File: config.mk
export PLATFORM = sky130hd
export DESIGN_NAME = multi_key_led_ctrl_flat
export DESIGN_NICKNAME = d
export VERILOG_FILES = /design/src/rtl/key_led_pkg.sv /design/src/rtl/multi_key_led_ctrl_if.sv /design/src/rtl/key_debounce_ch.sv /design/src/rtl/multi_key_led_ctrl.sv /design/src/flat_wrapper.sv
export SDC_FILE = /design/constraint.sdc
export NUM_CORES = 1
export LEC_CHECK = 0
export BUFFER_PORTS_ARGS = -buffer_cell sky130_fd_sc_hd__buf_2
export CAP_MARGIN = 0
export CORE_ASPECT_RATIO = 0.5
export CORE_MARGIN = 4
export CORE_UTILIZATION = 55
export CTS_CLUSTER_SIZE = 10
export DETAILED_ROUTE_END_ITERATION = 12
export PLACE_DENSITY = 0.7
export SLEW_MARGIN = 20
export SYNTH_ARGS = -nofsm -noshare
export SYNTH_HDL_FRONTEND = slang
export SYNTH_SLANG_ARGS = --single-unit
File: constraint.sdc
create_clock -name clk -period 2.4 [get_ports clk]
set_clock_uncertainty 0.15 [all_clocks]
set_input_delay 0 -clock clk [delete_from_list [all_inputs] [get_ports clk]]
set_output_delay 0 -clock clk [all_outputs]
set_load 0.005 [all_outputs]
File: src/rtl/key_led_pkg.sv
// Shared types and helpers for the multi-channel key/LED controller.
package key_led_pkg;

    // LED channel state; encoding 2'd3 is unused and behaves as OFF.
    typedef enum logic [1:0] {
        LED_OFF   = 2'd0,
        LED_ON    = 2'd1,
        LED_BLINK = 2'd2
    } led_state_e;

    // Pin level that means "pressed" for the given key polarity.
    function automatic logic press_level(input int key_active_low);
        return (key_active_low != 0) ? 1'b0 : 1'b1;
    endfunction

    // Counter width for a modulus, never narrower than one bit.
    function automatic int cnt_width(input int modulus);
        return (modulus > 1) ? $clog2(modulus) : 1;
    endfunction

    // LED state transition for one channel given this cycle's events.
    function automatic led_state_e led_next(input led_state_e cur,
                                            input logic       short_evt,
                                            input logic       long_evt);
        led_state_e nxt;
        case (cur)
            LED_ON: begin
                if (short_evt)     nxt = LED_OFF;
                else if (long_evt) nxt = LED_BLINK;
                else               nxt = LED_ON;
            end
            LED_BLINK: begin
                if (short_evt || long_evt) nxt = LED_OFF;
                else                       nxt = LED_BLINK;
            end
            default: begin
                if (short_evt)     nxt = LED_ON;
                else if (long_evt) nxt = LED_BLINK;
                else               nxt = LED_OFF;
            end
        endcase
        return nxt;
    endfunction

    // LED pin value for a state and the shared blink phase.
    function automatic logic led_drive(input led_state_e s, input logic phase);
        return (s == LED_ON) || ((s == LED_BLINK) && phase);
    endfunction

endpackage

File: src/rtl/multi_key_led_ctrl_if.sv
// Key pins in, LED drive and per-channel key events out.
interface multi_key_led_ctrl_if #(
    parameter int N_CH = 4
);
    logic [N_CH-1:0] key;
    logic [N_CH-1:0] led;
    logic [N_CH-1:0] key_level;
    logic [N_CH-1:0] key_press;
    logic [N_CH-1:0] key_long;

    modport master (output key, input  led, key_level, key_press, key_long);
    modport slave  (input  key, output led, key_level, key_press, key_long);
endinterface

File: src/rtl/key_debounce_ch.sv
// One key channel: synchroniser, debounce, and short/long press classification.
module key_debounce_ch
    import key_led_pkg::*;
#(
    parameter int DEB_CYC        = 1_000_000,
    parameter int LONG_CYC       = 50_000_000,
    parameter int KEY_ACTIVE_LOW = 1
) (
    input  logic clk,
    input  logic rst,
    input  logic key,
    output logic key_level,
    output logic key_press,
    output logic key_long,
    output logic short_evt
);
    localparam int             DW        = cnt_width(DEB_CYC);
    localparam int             HW        = cnt_width(LONG_CYC);
    localparam logic           PRESS     = press_level(KEY_ACTIVE_LOW);
    localparam logic [DW-1:0]  DEB_LAST  = DW'(DEB_CYC - 1);
    localparam logic [HW-1:0]  HOLD_LAST = HW'(LONG_CYC - 1);

    logic          sync_a;
    logic          sync_b;
    logic [DW-1:0] deb_cnt;
    logic [HW-1:0] hold_cnt;
    logic          long_done;
    logic          pressed;
    logic          differ;
    logic          flip;

    assign pressed = (sync_b == PRESS);
    assign differ  = (pressed != key_level);
    assign flip    = differ && (deb_cnt == DEB_LAST);

    // Two-flop synchroniser; resets to the released pin level so reset exit never looks like a press.
    always_ff @(posedge clk or negedge rst) begin
        // NOTE: non-blocking assignments make sync_b take sync_a's pre-edge value, giving two real stages.
        if (!rst) begin
            sync_a <= ~PRESS;
            sync_b <= ~PRESS;
        end else begin
            sync_a <= key;
            sync_b <= sync_a;
        end
    end

    // Debounce the synchronised level, then time the hold and emit press/long/short pulses.
    always_ff @(posedge clk or negedge rst) begin
        if (!rst) begin
            deb_cnt   <= '0;
            hold_cnt  <= '0;
            long_done <= 1'b0;
            key_level <= 1'b0;
            key_press <= 1'b0;
            key_long  <= 1'b0;
            short_evt <= 1'b0;
        end else begin
            key_press <= 1'b0;
            key_long  <= 1'b0;
            short_evt <= 1'b0;

            if (!differ) begin
                deb_cnt <= '0;
            end else if (flip) begin
                deb_cnt   <= '0;
                key_level <= pressed;
                hold_cnt  <= '0;
                long_done <= 1'b0;
                if (pressed) key_press <= 1'b1;
                else         short_evt <= ~long_done;
            end else begin
                deb_cnt <= deb_cnt + 1'b1;
            end

            // A release on this edge takes priority over reaching the long threshold.
            if (key_level && !flip && !long_done) begin
                if (hold_cnt == HOLD_LAST) begin
                    key_long  <= 1'b1;
                    long_done <= 1'b1;
                end else begin
                    hold_cnt <= hold_cnt + 1'b1;
                end
            end
        end
    end
endmodule

File: src/rtl/multi_key_led_ctrl.sv
// N-channel key debouncer with short/long press LED control (OFF/ON/BLINK).
module multi_key_led_ctrl
    import key_led_pkg::*;
#(
    parameter int N_CH           = 4,
    parameter int DEB_CYC        = 1_000_000,
    parameter int LONG_CYC       = 50_000_000,
    parameter int BLINK_CYC      = 12_500_000,
    parameter int KEY_ACTIVE_LOW = 1
) (
    input  logic                 clk,
    input  logic                 rst,
    multi_key_led_ctrl_if.slave  bus
);
    localparam int            PW         = cnt_width(BLINK_CYC);
    localparam logic [PW-1:0] PRESC_LAST = PW'(BLINK_CYC - 1);

    logic [N_CH-1:0] level;
    logic [N_CH-1:0] press;
    logic [N_CH-1:0] long_evt;
    logic [N_CH-1:0] short_evt;
    logic [N_CH-1:0] led;
    led_state_e      state [N_CH];

    logic [PW-1:0]   presc;
    logic            blink_phase;
    logic            phase_next;

    for (genvar i = 0; i < N_CH; i++) begin : g_ch
        key_debounce_ch #(
            .DEB_CYC        (DEB_CYC),
            .LONG_CYC       (LONG_CYC),
            .KEY_ACTIVE_LOW (KEY_ACTIVE_LOW)
        ) u_ch (
            .clk       (clk),
            .rst       (rst),
            .key       (bus.key[i]),
            .key_level (level[i]),
            .key_press (press[i]),
            .key_long  (long_evt[i]),
            .short_evt (short_evt[i])
        );
    end

    assign bus.key_level = level;
    assign bus.key_press = press;
    assign bus.key_long  = long_evt;
    assign bus.led       = led;

    // Phase after this edge, so the registered LED tracks the phase register exactly.
    assign phase_next = blink_phase ^ (presc == PRESC_LAST);

    // Free-running shared blink prescaler; all blinking channels stay in phase.
    always_ff @(posedge clk or negedge rst) begin
        if (!rst) begin
            presc       <= '0;
            blink_phase <= 1'b0;
        end else begin
            presc       <= (presc == PRESC_LAST) ? '0 : presc + 1'b1;
            blink_phase <= phase_next;
        end
    end

    // Per-channel LED FSMs with registered LED drive.
    always_ff @(posedge clk or negedge rst) begin
        if (!rst) begin
            // NOTE: the state array is a bank of flops, not a RAM, so every entry gets an explicit reset.
            for (int i = 0; i < N_CH; i++) state[i] <= LED_OFF;
            led <= '0;
        end else begin
            for (int i = 0; i < N_CH; i++) begin
                state[i] <= led_next(state[i], short_evt[i], long_evt[i]);
                led[i]   <= led_drive(led_next(state[i], short_evt[i], long_evt[i]), phase_next);
            end
        end
    end
endmodule

File: src/flat_wrapper.sv
// flat-port wrapper written by rule: the top's interface ports become plain ports
module multi_key_led_ctrl_flat import key_led_pkg::*;
#(
    parameter int N_CH           = 4,
    parameter int DEB_CYC        = 1_000_000,
    parameter int LONG_CYC       = 50_000_000,
    parameter int BLINK_CYC      = 12_500_000,
    parameter int KEY_ACTIVE_LOW = 1
)
  (clk, rst, bus_key, bus_led, bus_key_level, bus_key_press, bus_key_long);
  multi_key_led_ctrl_if #(.N_CH(N_CH)) bus_i ();
  input  logic clk;
  input  logic rst;
  input wire logic [$bits(bus_i.key)-1:0] bus_key;
  output wire logic [$bits(bus_i.led)-1:0] bus_led;
  output wire logic [$bits(bus_i.key_level)-1:0] bus_key_level;
  output wire logic [$bits(bus_i.key_press)-1:0] bus_key_press;
  output wire logic [$bits(bus_i.key_long)-1:0] bus_key_long;
  assign bus_i.key = bus_key;
  assign bus_led = bus_i.led;
  assign bus_key_level = bus_i.key_level;
  assign bus_key_press = bus_i.key_press;
  assign bus_key_long = bus_i.key_long;
  multi_key_led_ctrl #(.N_CH(N_CH), .DEB_CYC(DEB_CYC), .LONG_CYC(LONG_CYC), .BLINK_CYC(BLINK_CYC), .KEY_ACTIVE_LOW(KEY_ACTIVE_LOW)) u_core (.clk(clk), .rst(rst), .bus(bus_i));
endmodule
==> summary.md <==
| Metric | Value |
|---|---|
| Run status | finished clean |
| # setup viols final | 0 |
| Avg Vias per Cell | 5.69 |
| P&R area growth vs syn | 12.1% |
| TNS Setup | 0 ps |
| Clock transition at path regs | 60 ps |
| Routability cong. | 0.808 |
| Final hold slack | 206 ps |
| TritonCTS buffer count | 28 |
| Internal cell power | 6.53 mW |
| DRT Wirelength | 25.1 mm |
| Syn_nets | 1318 |
| VDD IR max | 428 uV |
| RSZ-0062 raised after global routing | false |
| Post-Syn Instances | 1295 |
| Initial drt markers | 646 |
| Pwr/cell area | 597 nW/um^2 |
| CTS tree | yes |
| Synth unique cells | 54 |
| Req. time, crit path | 2650 ps |
| Crit-path max FO | 5 |
| Yosys warns | 0 |
| Synth Cell Area | 12400 sq um |
| Global-route wire length before repair | 43.9 mm |
| Class of the worst hold path | flip-flop to flip-flop |
| Drt drc | 0 |
| Adder-cell share of the synthesized area | 1.72% |
| Ys flop type | dfrtp_1 |
| Slowest Stage Delay on Critical Path | 540 ps |
| Final core occ | 63.4% |
| Vias in the first global route | 9312 |
| Critical-path cell list | or4b_1 -> or3_1 -> nor4_4 -> xnor2_2 -> o221ai_1 |
| HPWL after DPL | 16.9 mm |
| TritonRoute pass-1 iters | 5 |
| I/O pin total | 22 |
| Setup CP Type | flip-flop to flip-flop |
| Setup crit end kind | flip-flop |
| Syn_area_per_cell | 9.57 sq um |
| FMAX | 443 MHz |
| Largest family of logic cells by synthesized area | simple AND/OR/NAND/NOR gates |
| Die width | 220 microns |
| CP Launch Type | flip-flop |
| Pleak | 5.98 nW |
| PortBufs | 21 |
| Largest net degree at the start of global routing | 71 |
| XOR/XNOR share of the synthesized area | 10.6% |
| Clk_lat worst skew | 530 ps |
| Pins Over Slew Limit | 0 |
| Fill cells | 1771 |
| Htree depth | 1 |
| Slew HR | 60.7% |
| Synth Area in Simple Gates | 28.2% |
| Mux contribution to synthesized area | 0.0807% |
| Measured slew at the worst slew-check pin | 585 ps |
| Grt met1 use | 28.9% |
| Number of post-CTS setup repair buffers | 0 |
| Power share of the clock group | 46.7% |
| Site Rows | 38 |
| Via count of the routed design | 9468 |
| EDFF count, synth | 0 |
| Post-synthesis sequential area ratio | 50.3% |
| Fin crit share | 94.0% |
| Initial Utilization | 56.6% |
| Sw frac | 21.3% |
| Crit path DAT | 2500 ps |
| CTS Buffer Depth | 3 |
| M3 GR Usage | 3.61% |
| DRT antenna net count | 0 |
| Slowest cell on the critical path | or4b_1 |
| Fraction of layout cells with a size suffix above 1 | 8.21% |
| Met2 Use GR | 34.2% |
| DIE AREA | 25200 sq um |
| Net count, final | 1366 |
| Number of max-cap violations | 0 |
| Tmin final | 2260 ps |
| Wire length per cell after detailed routing | 15.1 microns |
| Compound-cell area share of the yosys netlist | 6.09% |
| Core ar. | 21900 sq um |
| Ys async rst share | 100% |
| Fin. Hold Viols | 0 |
| ANT cells | 0 |
| Switching power | 1.77 mW |
| Seq cells post-synth | 249 |
| Die Ht | 114 microns |
| Clock root cell | clkbuf_16 |
| Total track usage | 20.6% |
| GR Overflow Total | 0 |
| Busiest grt layer | met2 |
| Combinational Power Share | 2.0% |
| Initial antenna violation count | 0 |
| CTS sink count | 249 |
| Register share of total power | 51.3% |
-- per-layer routing --
metal	part of all wire, %	routed length (microns)
met1	48	12000
met3	3.4	849
met4	1.3	327
met2	47	11900
met5	0	0
-- state kept, by name, summed over array words and instances (netlist names) --
| register | flops |
|---|---|
| u_core.blink_phase | 1 |
| u_core.bus.led | 4 |
| u_core.g_ch.u_ch.deb_cnt | 80 |
| u_core.g_ch.u_ch.hold_cnt | 104 |
| u_core.g_ch.u_ch.key_level | 4 |
| u_core.g_ch.u_ch.key_long | 4 |
| u_core.g_ch.u_ch.key_press | 4 |
| u_core.g_ch.u_ch.long_done | 4 |
| u_core.g_ch.u_ch.short_evt | 4 |
| u_core.g_ch.u_ch.sync_a | 4 |
| u_core.g_ch.u_ch.sync_b | 4 |
| u_core.presc | 24 |
| u_core.state | 8 |
-- layout by cell type (no fill, tap or decap), types with 22 or more instances in the layout --
master	Yosys	layout
a21oi_1	49	49
and3_1	36	36
and4_1	22	22
buf_4	14	30
clkbuf_1	24	23
clkbuf_16	0	29
dfrtp_1	241	241
inv_1	34	34
nand2_1	99	99
nand3_1	88	88
nand4_1	52	52
nor2_1	185	185
nor3_1	34	33
nor4_1	31	30
o21ai_0	47	47
or3_1	36	36
xnor2_1	78	77
xor2_1	72	72
-- worst max-delay path, delay by kind of cell (launching register included) --
family | cells | cell delay (ps)
AO/OA/AOI/OAI | 1 | 180
flip-flops | 1 | 380
AND/OR/NAND/NOR | 3 | 1190
XOR/XNOR | 1 | 220
-- Yosys cell counts (8+ instances only) --
master | instances | share of area [%]
xnor2_1 | 78 | 5.5
nand2_1 | 99 | 3.0
dfstp_2 | 8 | 1.7
nor3_1 | 34 | 1.4
and3_1 | 36 | 1.8
and2_1 | 10 | 0.50
o211ai_1 | 10 | 0.61
buf_2 | 10 | 0.40
or4_1 | 18 | 1.1
nor2_1 | 185 | 5.6
nand3_1 | 88 | 3.6
or3_1 | 36 | 1.8
inv_1 | 34 | 1.0
ha_1 | 17 | 1.7
xor2_1 | 72 | 5.1
nand4_1 | 52 | 2.6
o21ai_0 | 47 | 1.9
and4_1 | 22 | 1.6
dfrtp_1 | 241 | 49
clkbuf_1 | 24 | 0.73
a21oi_1 | 49 | 2.0
nor4_1 | 31 | 1.6
buf_4 | 14 | 0.85
-- per-stage QoR --
| step | power, mW | std cells | setup slack, ps | instance area, sq um |
|---|---|---|---|---|
| after global placement | 4.48 | 1603 | 98.3 | 13000 |
| after detailed placement | 4.49 | 1603 | 3.70 | 13000 |
| after CTS | 8.42 | 1665 | 69.8 | 13900 |
| after floorplan | 4.37 | 1295 | 200 | 12400 |
| after global routing | 8.65 | 1665 | 34.1 | 13900 |
| final | 8.30 | 1665 | 144 | 13900 |
-- cells by family after synthesis --
family / Yosys count
compound gates: 132
buf+inv: 82
fa+ha+maj: 17
flops: 249
simple gates: 664
mux: 1
xor+xnor: 150
-- path summary, 6_finish.rpt --
| kind | from | endpoint | slack, ps | cells after the start |
|---|---|---|---|---|
| max | u_core.presc[14]$_DFF_PN0_ | u_core.bus.led[2]$_DFF_PN0_ | 140 | 5 |
| min | u_core.g_ch[3].u_ch.sync_a$_DFF_PN1_ | u_core.g_ch[3].u_ch.sync_b$_DFF_PN1_ | 210 | 0 |
| max reg2reg | u_core.presc[14]$_DFF_PN0_ | u_core.bus.led[2]$_DFF_PN0_ | 140 | 5 |
| min reg2reg | u_core.g_ch[3].u_ch.sync_a$_DFF_PN1_ | u_core.g_ch[3].u_ch.sync_b$_DFF_PN1_ | 210 | 0 |
| max in group asynchronous | rst | u_core.g_ch[0].u_ch.sync_a$_DFF_PN1_ | 890 | 4 |
| min in group asynchronous | rst | u_core.g_ch[1].u_ch.hold_cnt[9]$_DFF_PN0_ | 390 | 3 |
-- power groups by stage --
stage	Combinational [mW]	Sequential, mW	Clock, mW
finish	0.169	4.25	3.88
global route	0.201	4.25	4.20
CTS	0.178	4.25	3.99
detailed placement	0.165	4.33	0
global placement	0.159	4.33	0
floorplan	0.0458	4.32	0
-- cell type report --
type                            instances  area (sq um)  area share [%]
Sequential cell                       249          6240            44.9
Multi-Input combinational cell        964          5810            41.8
Clock buffer                           52           812            5.84
Timing Repair Buffer                   66           532            3.83
Tap cell                              300           375            2.70
Inverter                               34           128           0.918
-- timing repair --
action,in CTS,in global routing
resized for setup,1,5
hold buffers,10,0
pin swaps,0,1
gates cloned,0,0
endpoints found under the setup margin,2,66
endpoints found under the hold margin,245,0
Power figures use the tool's default switching activity.
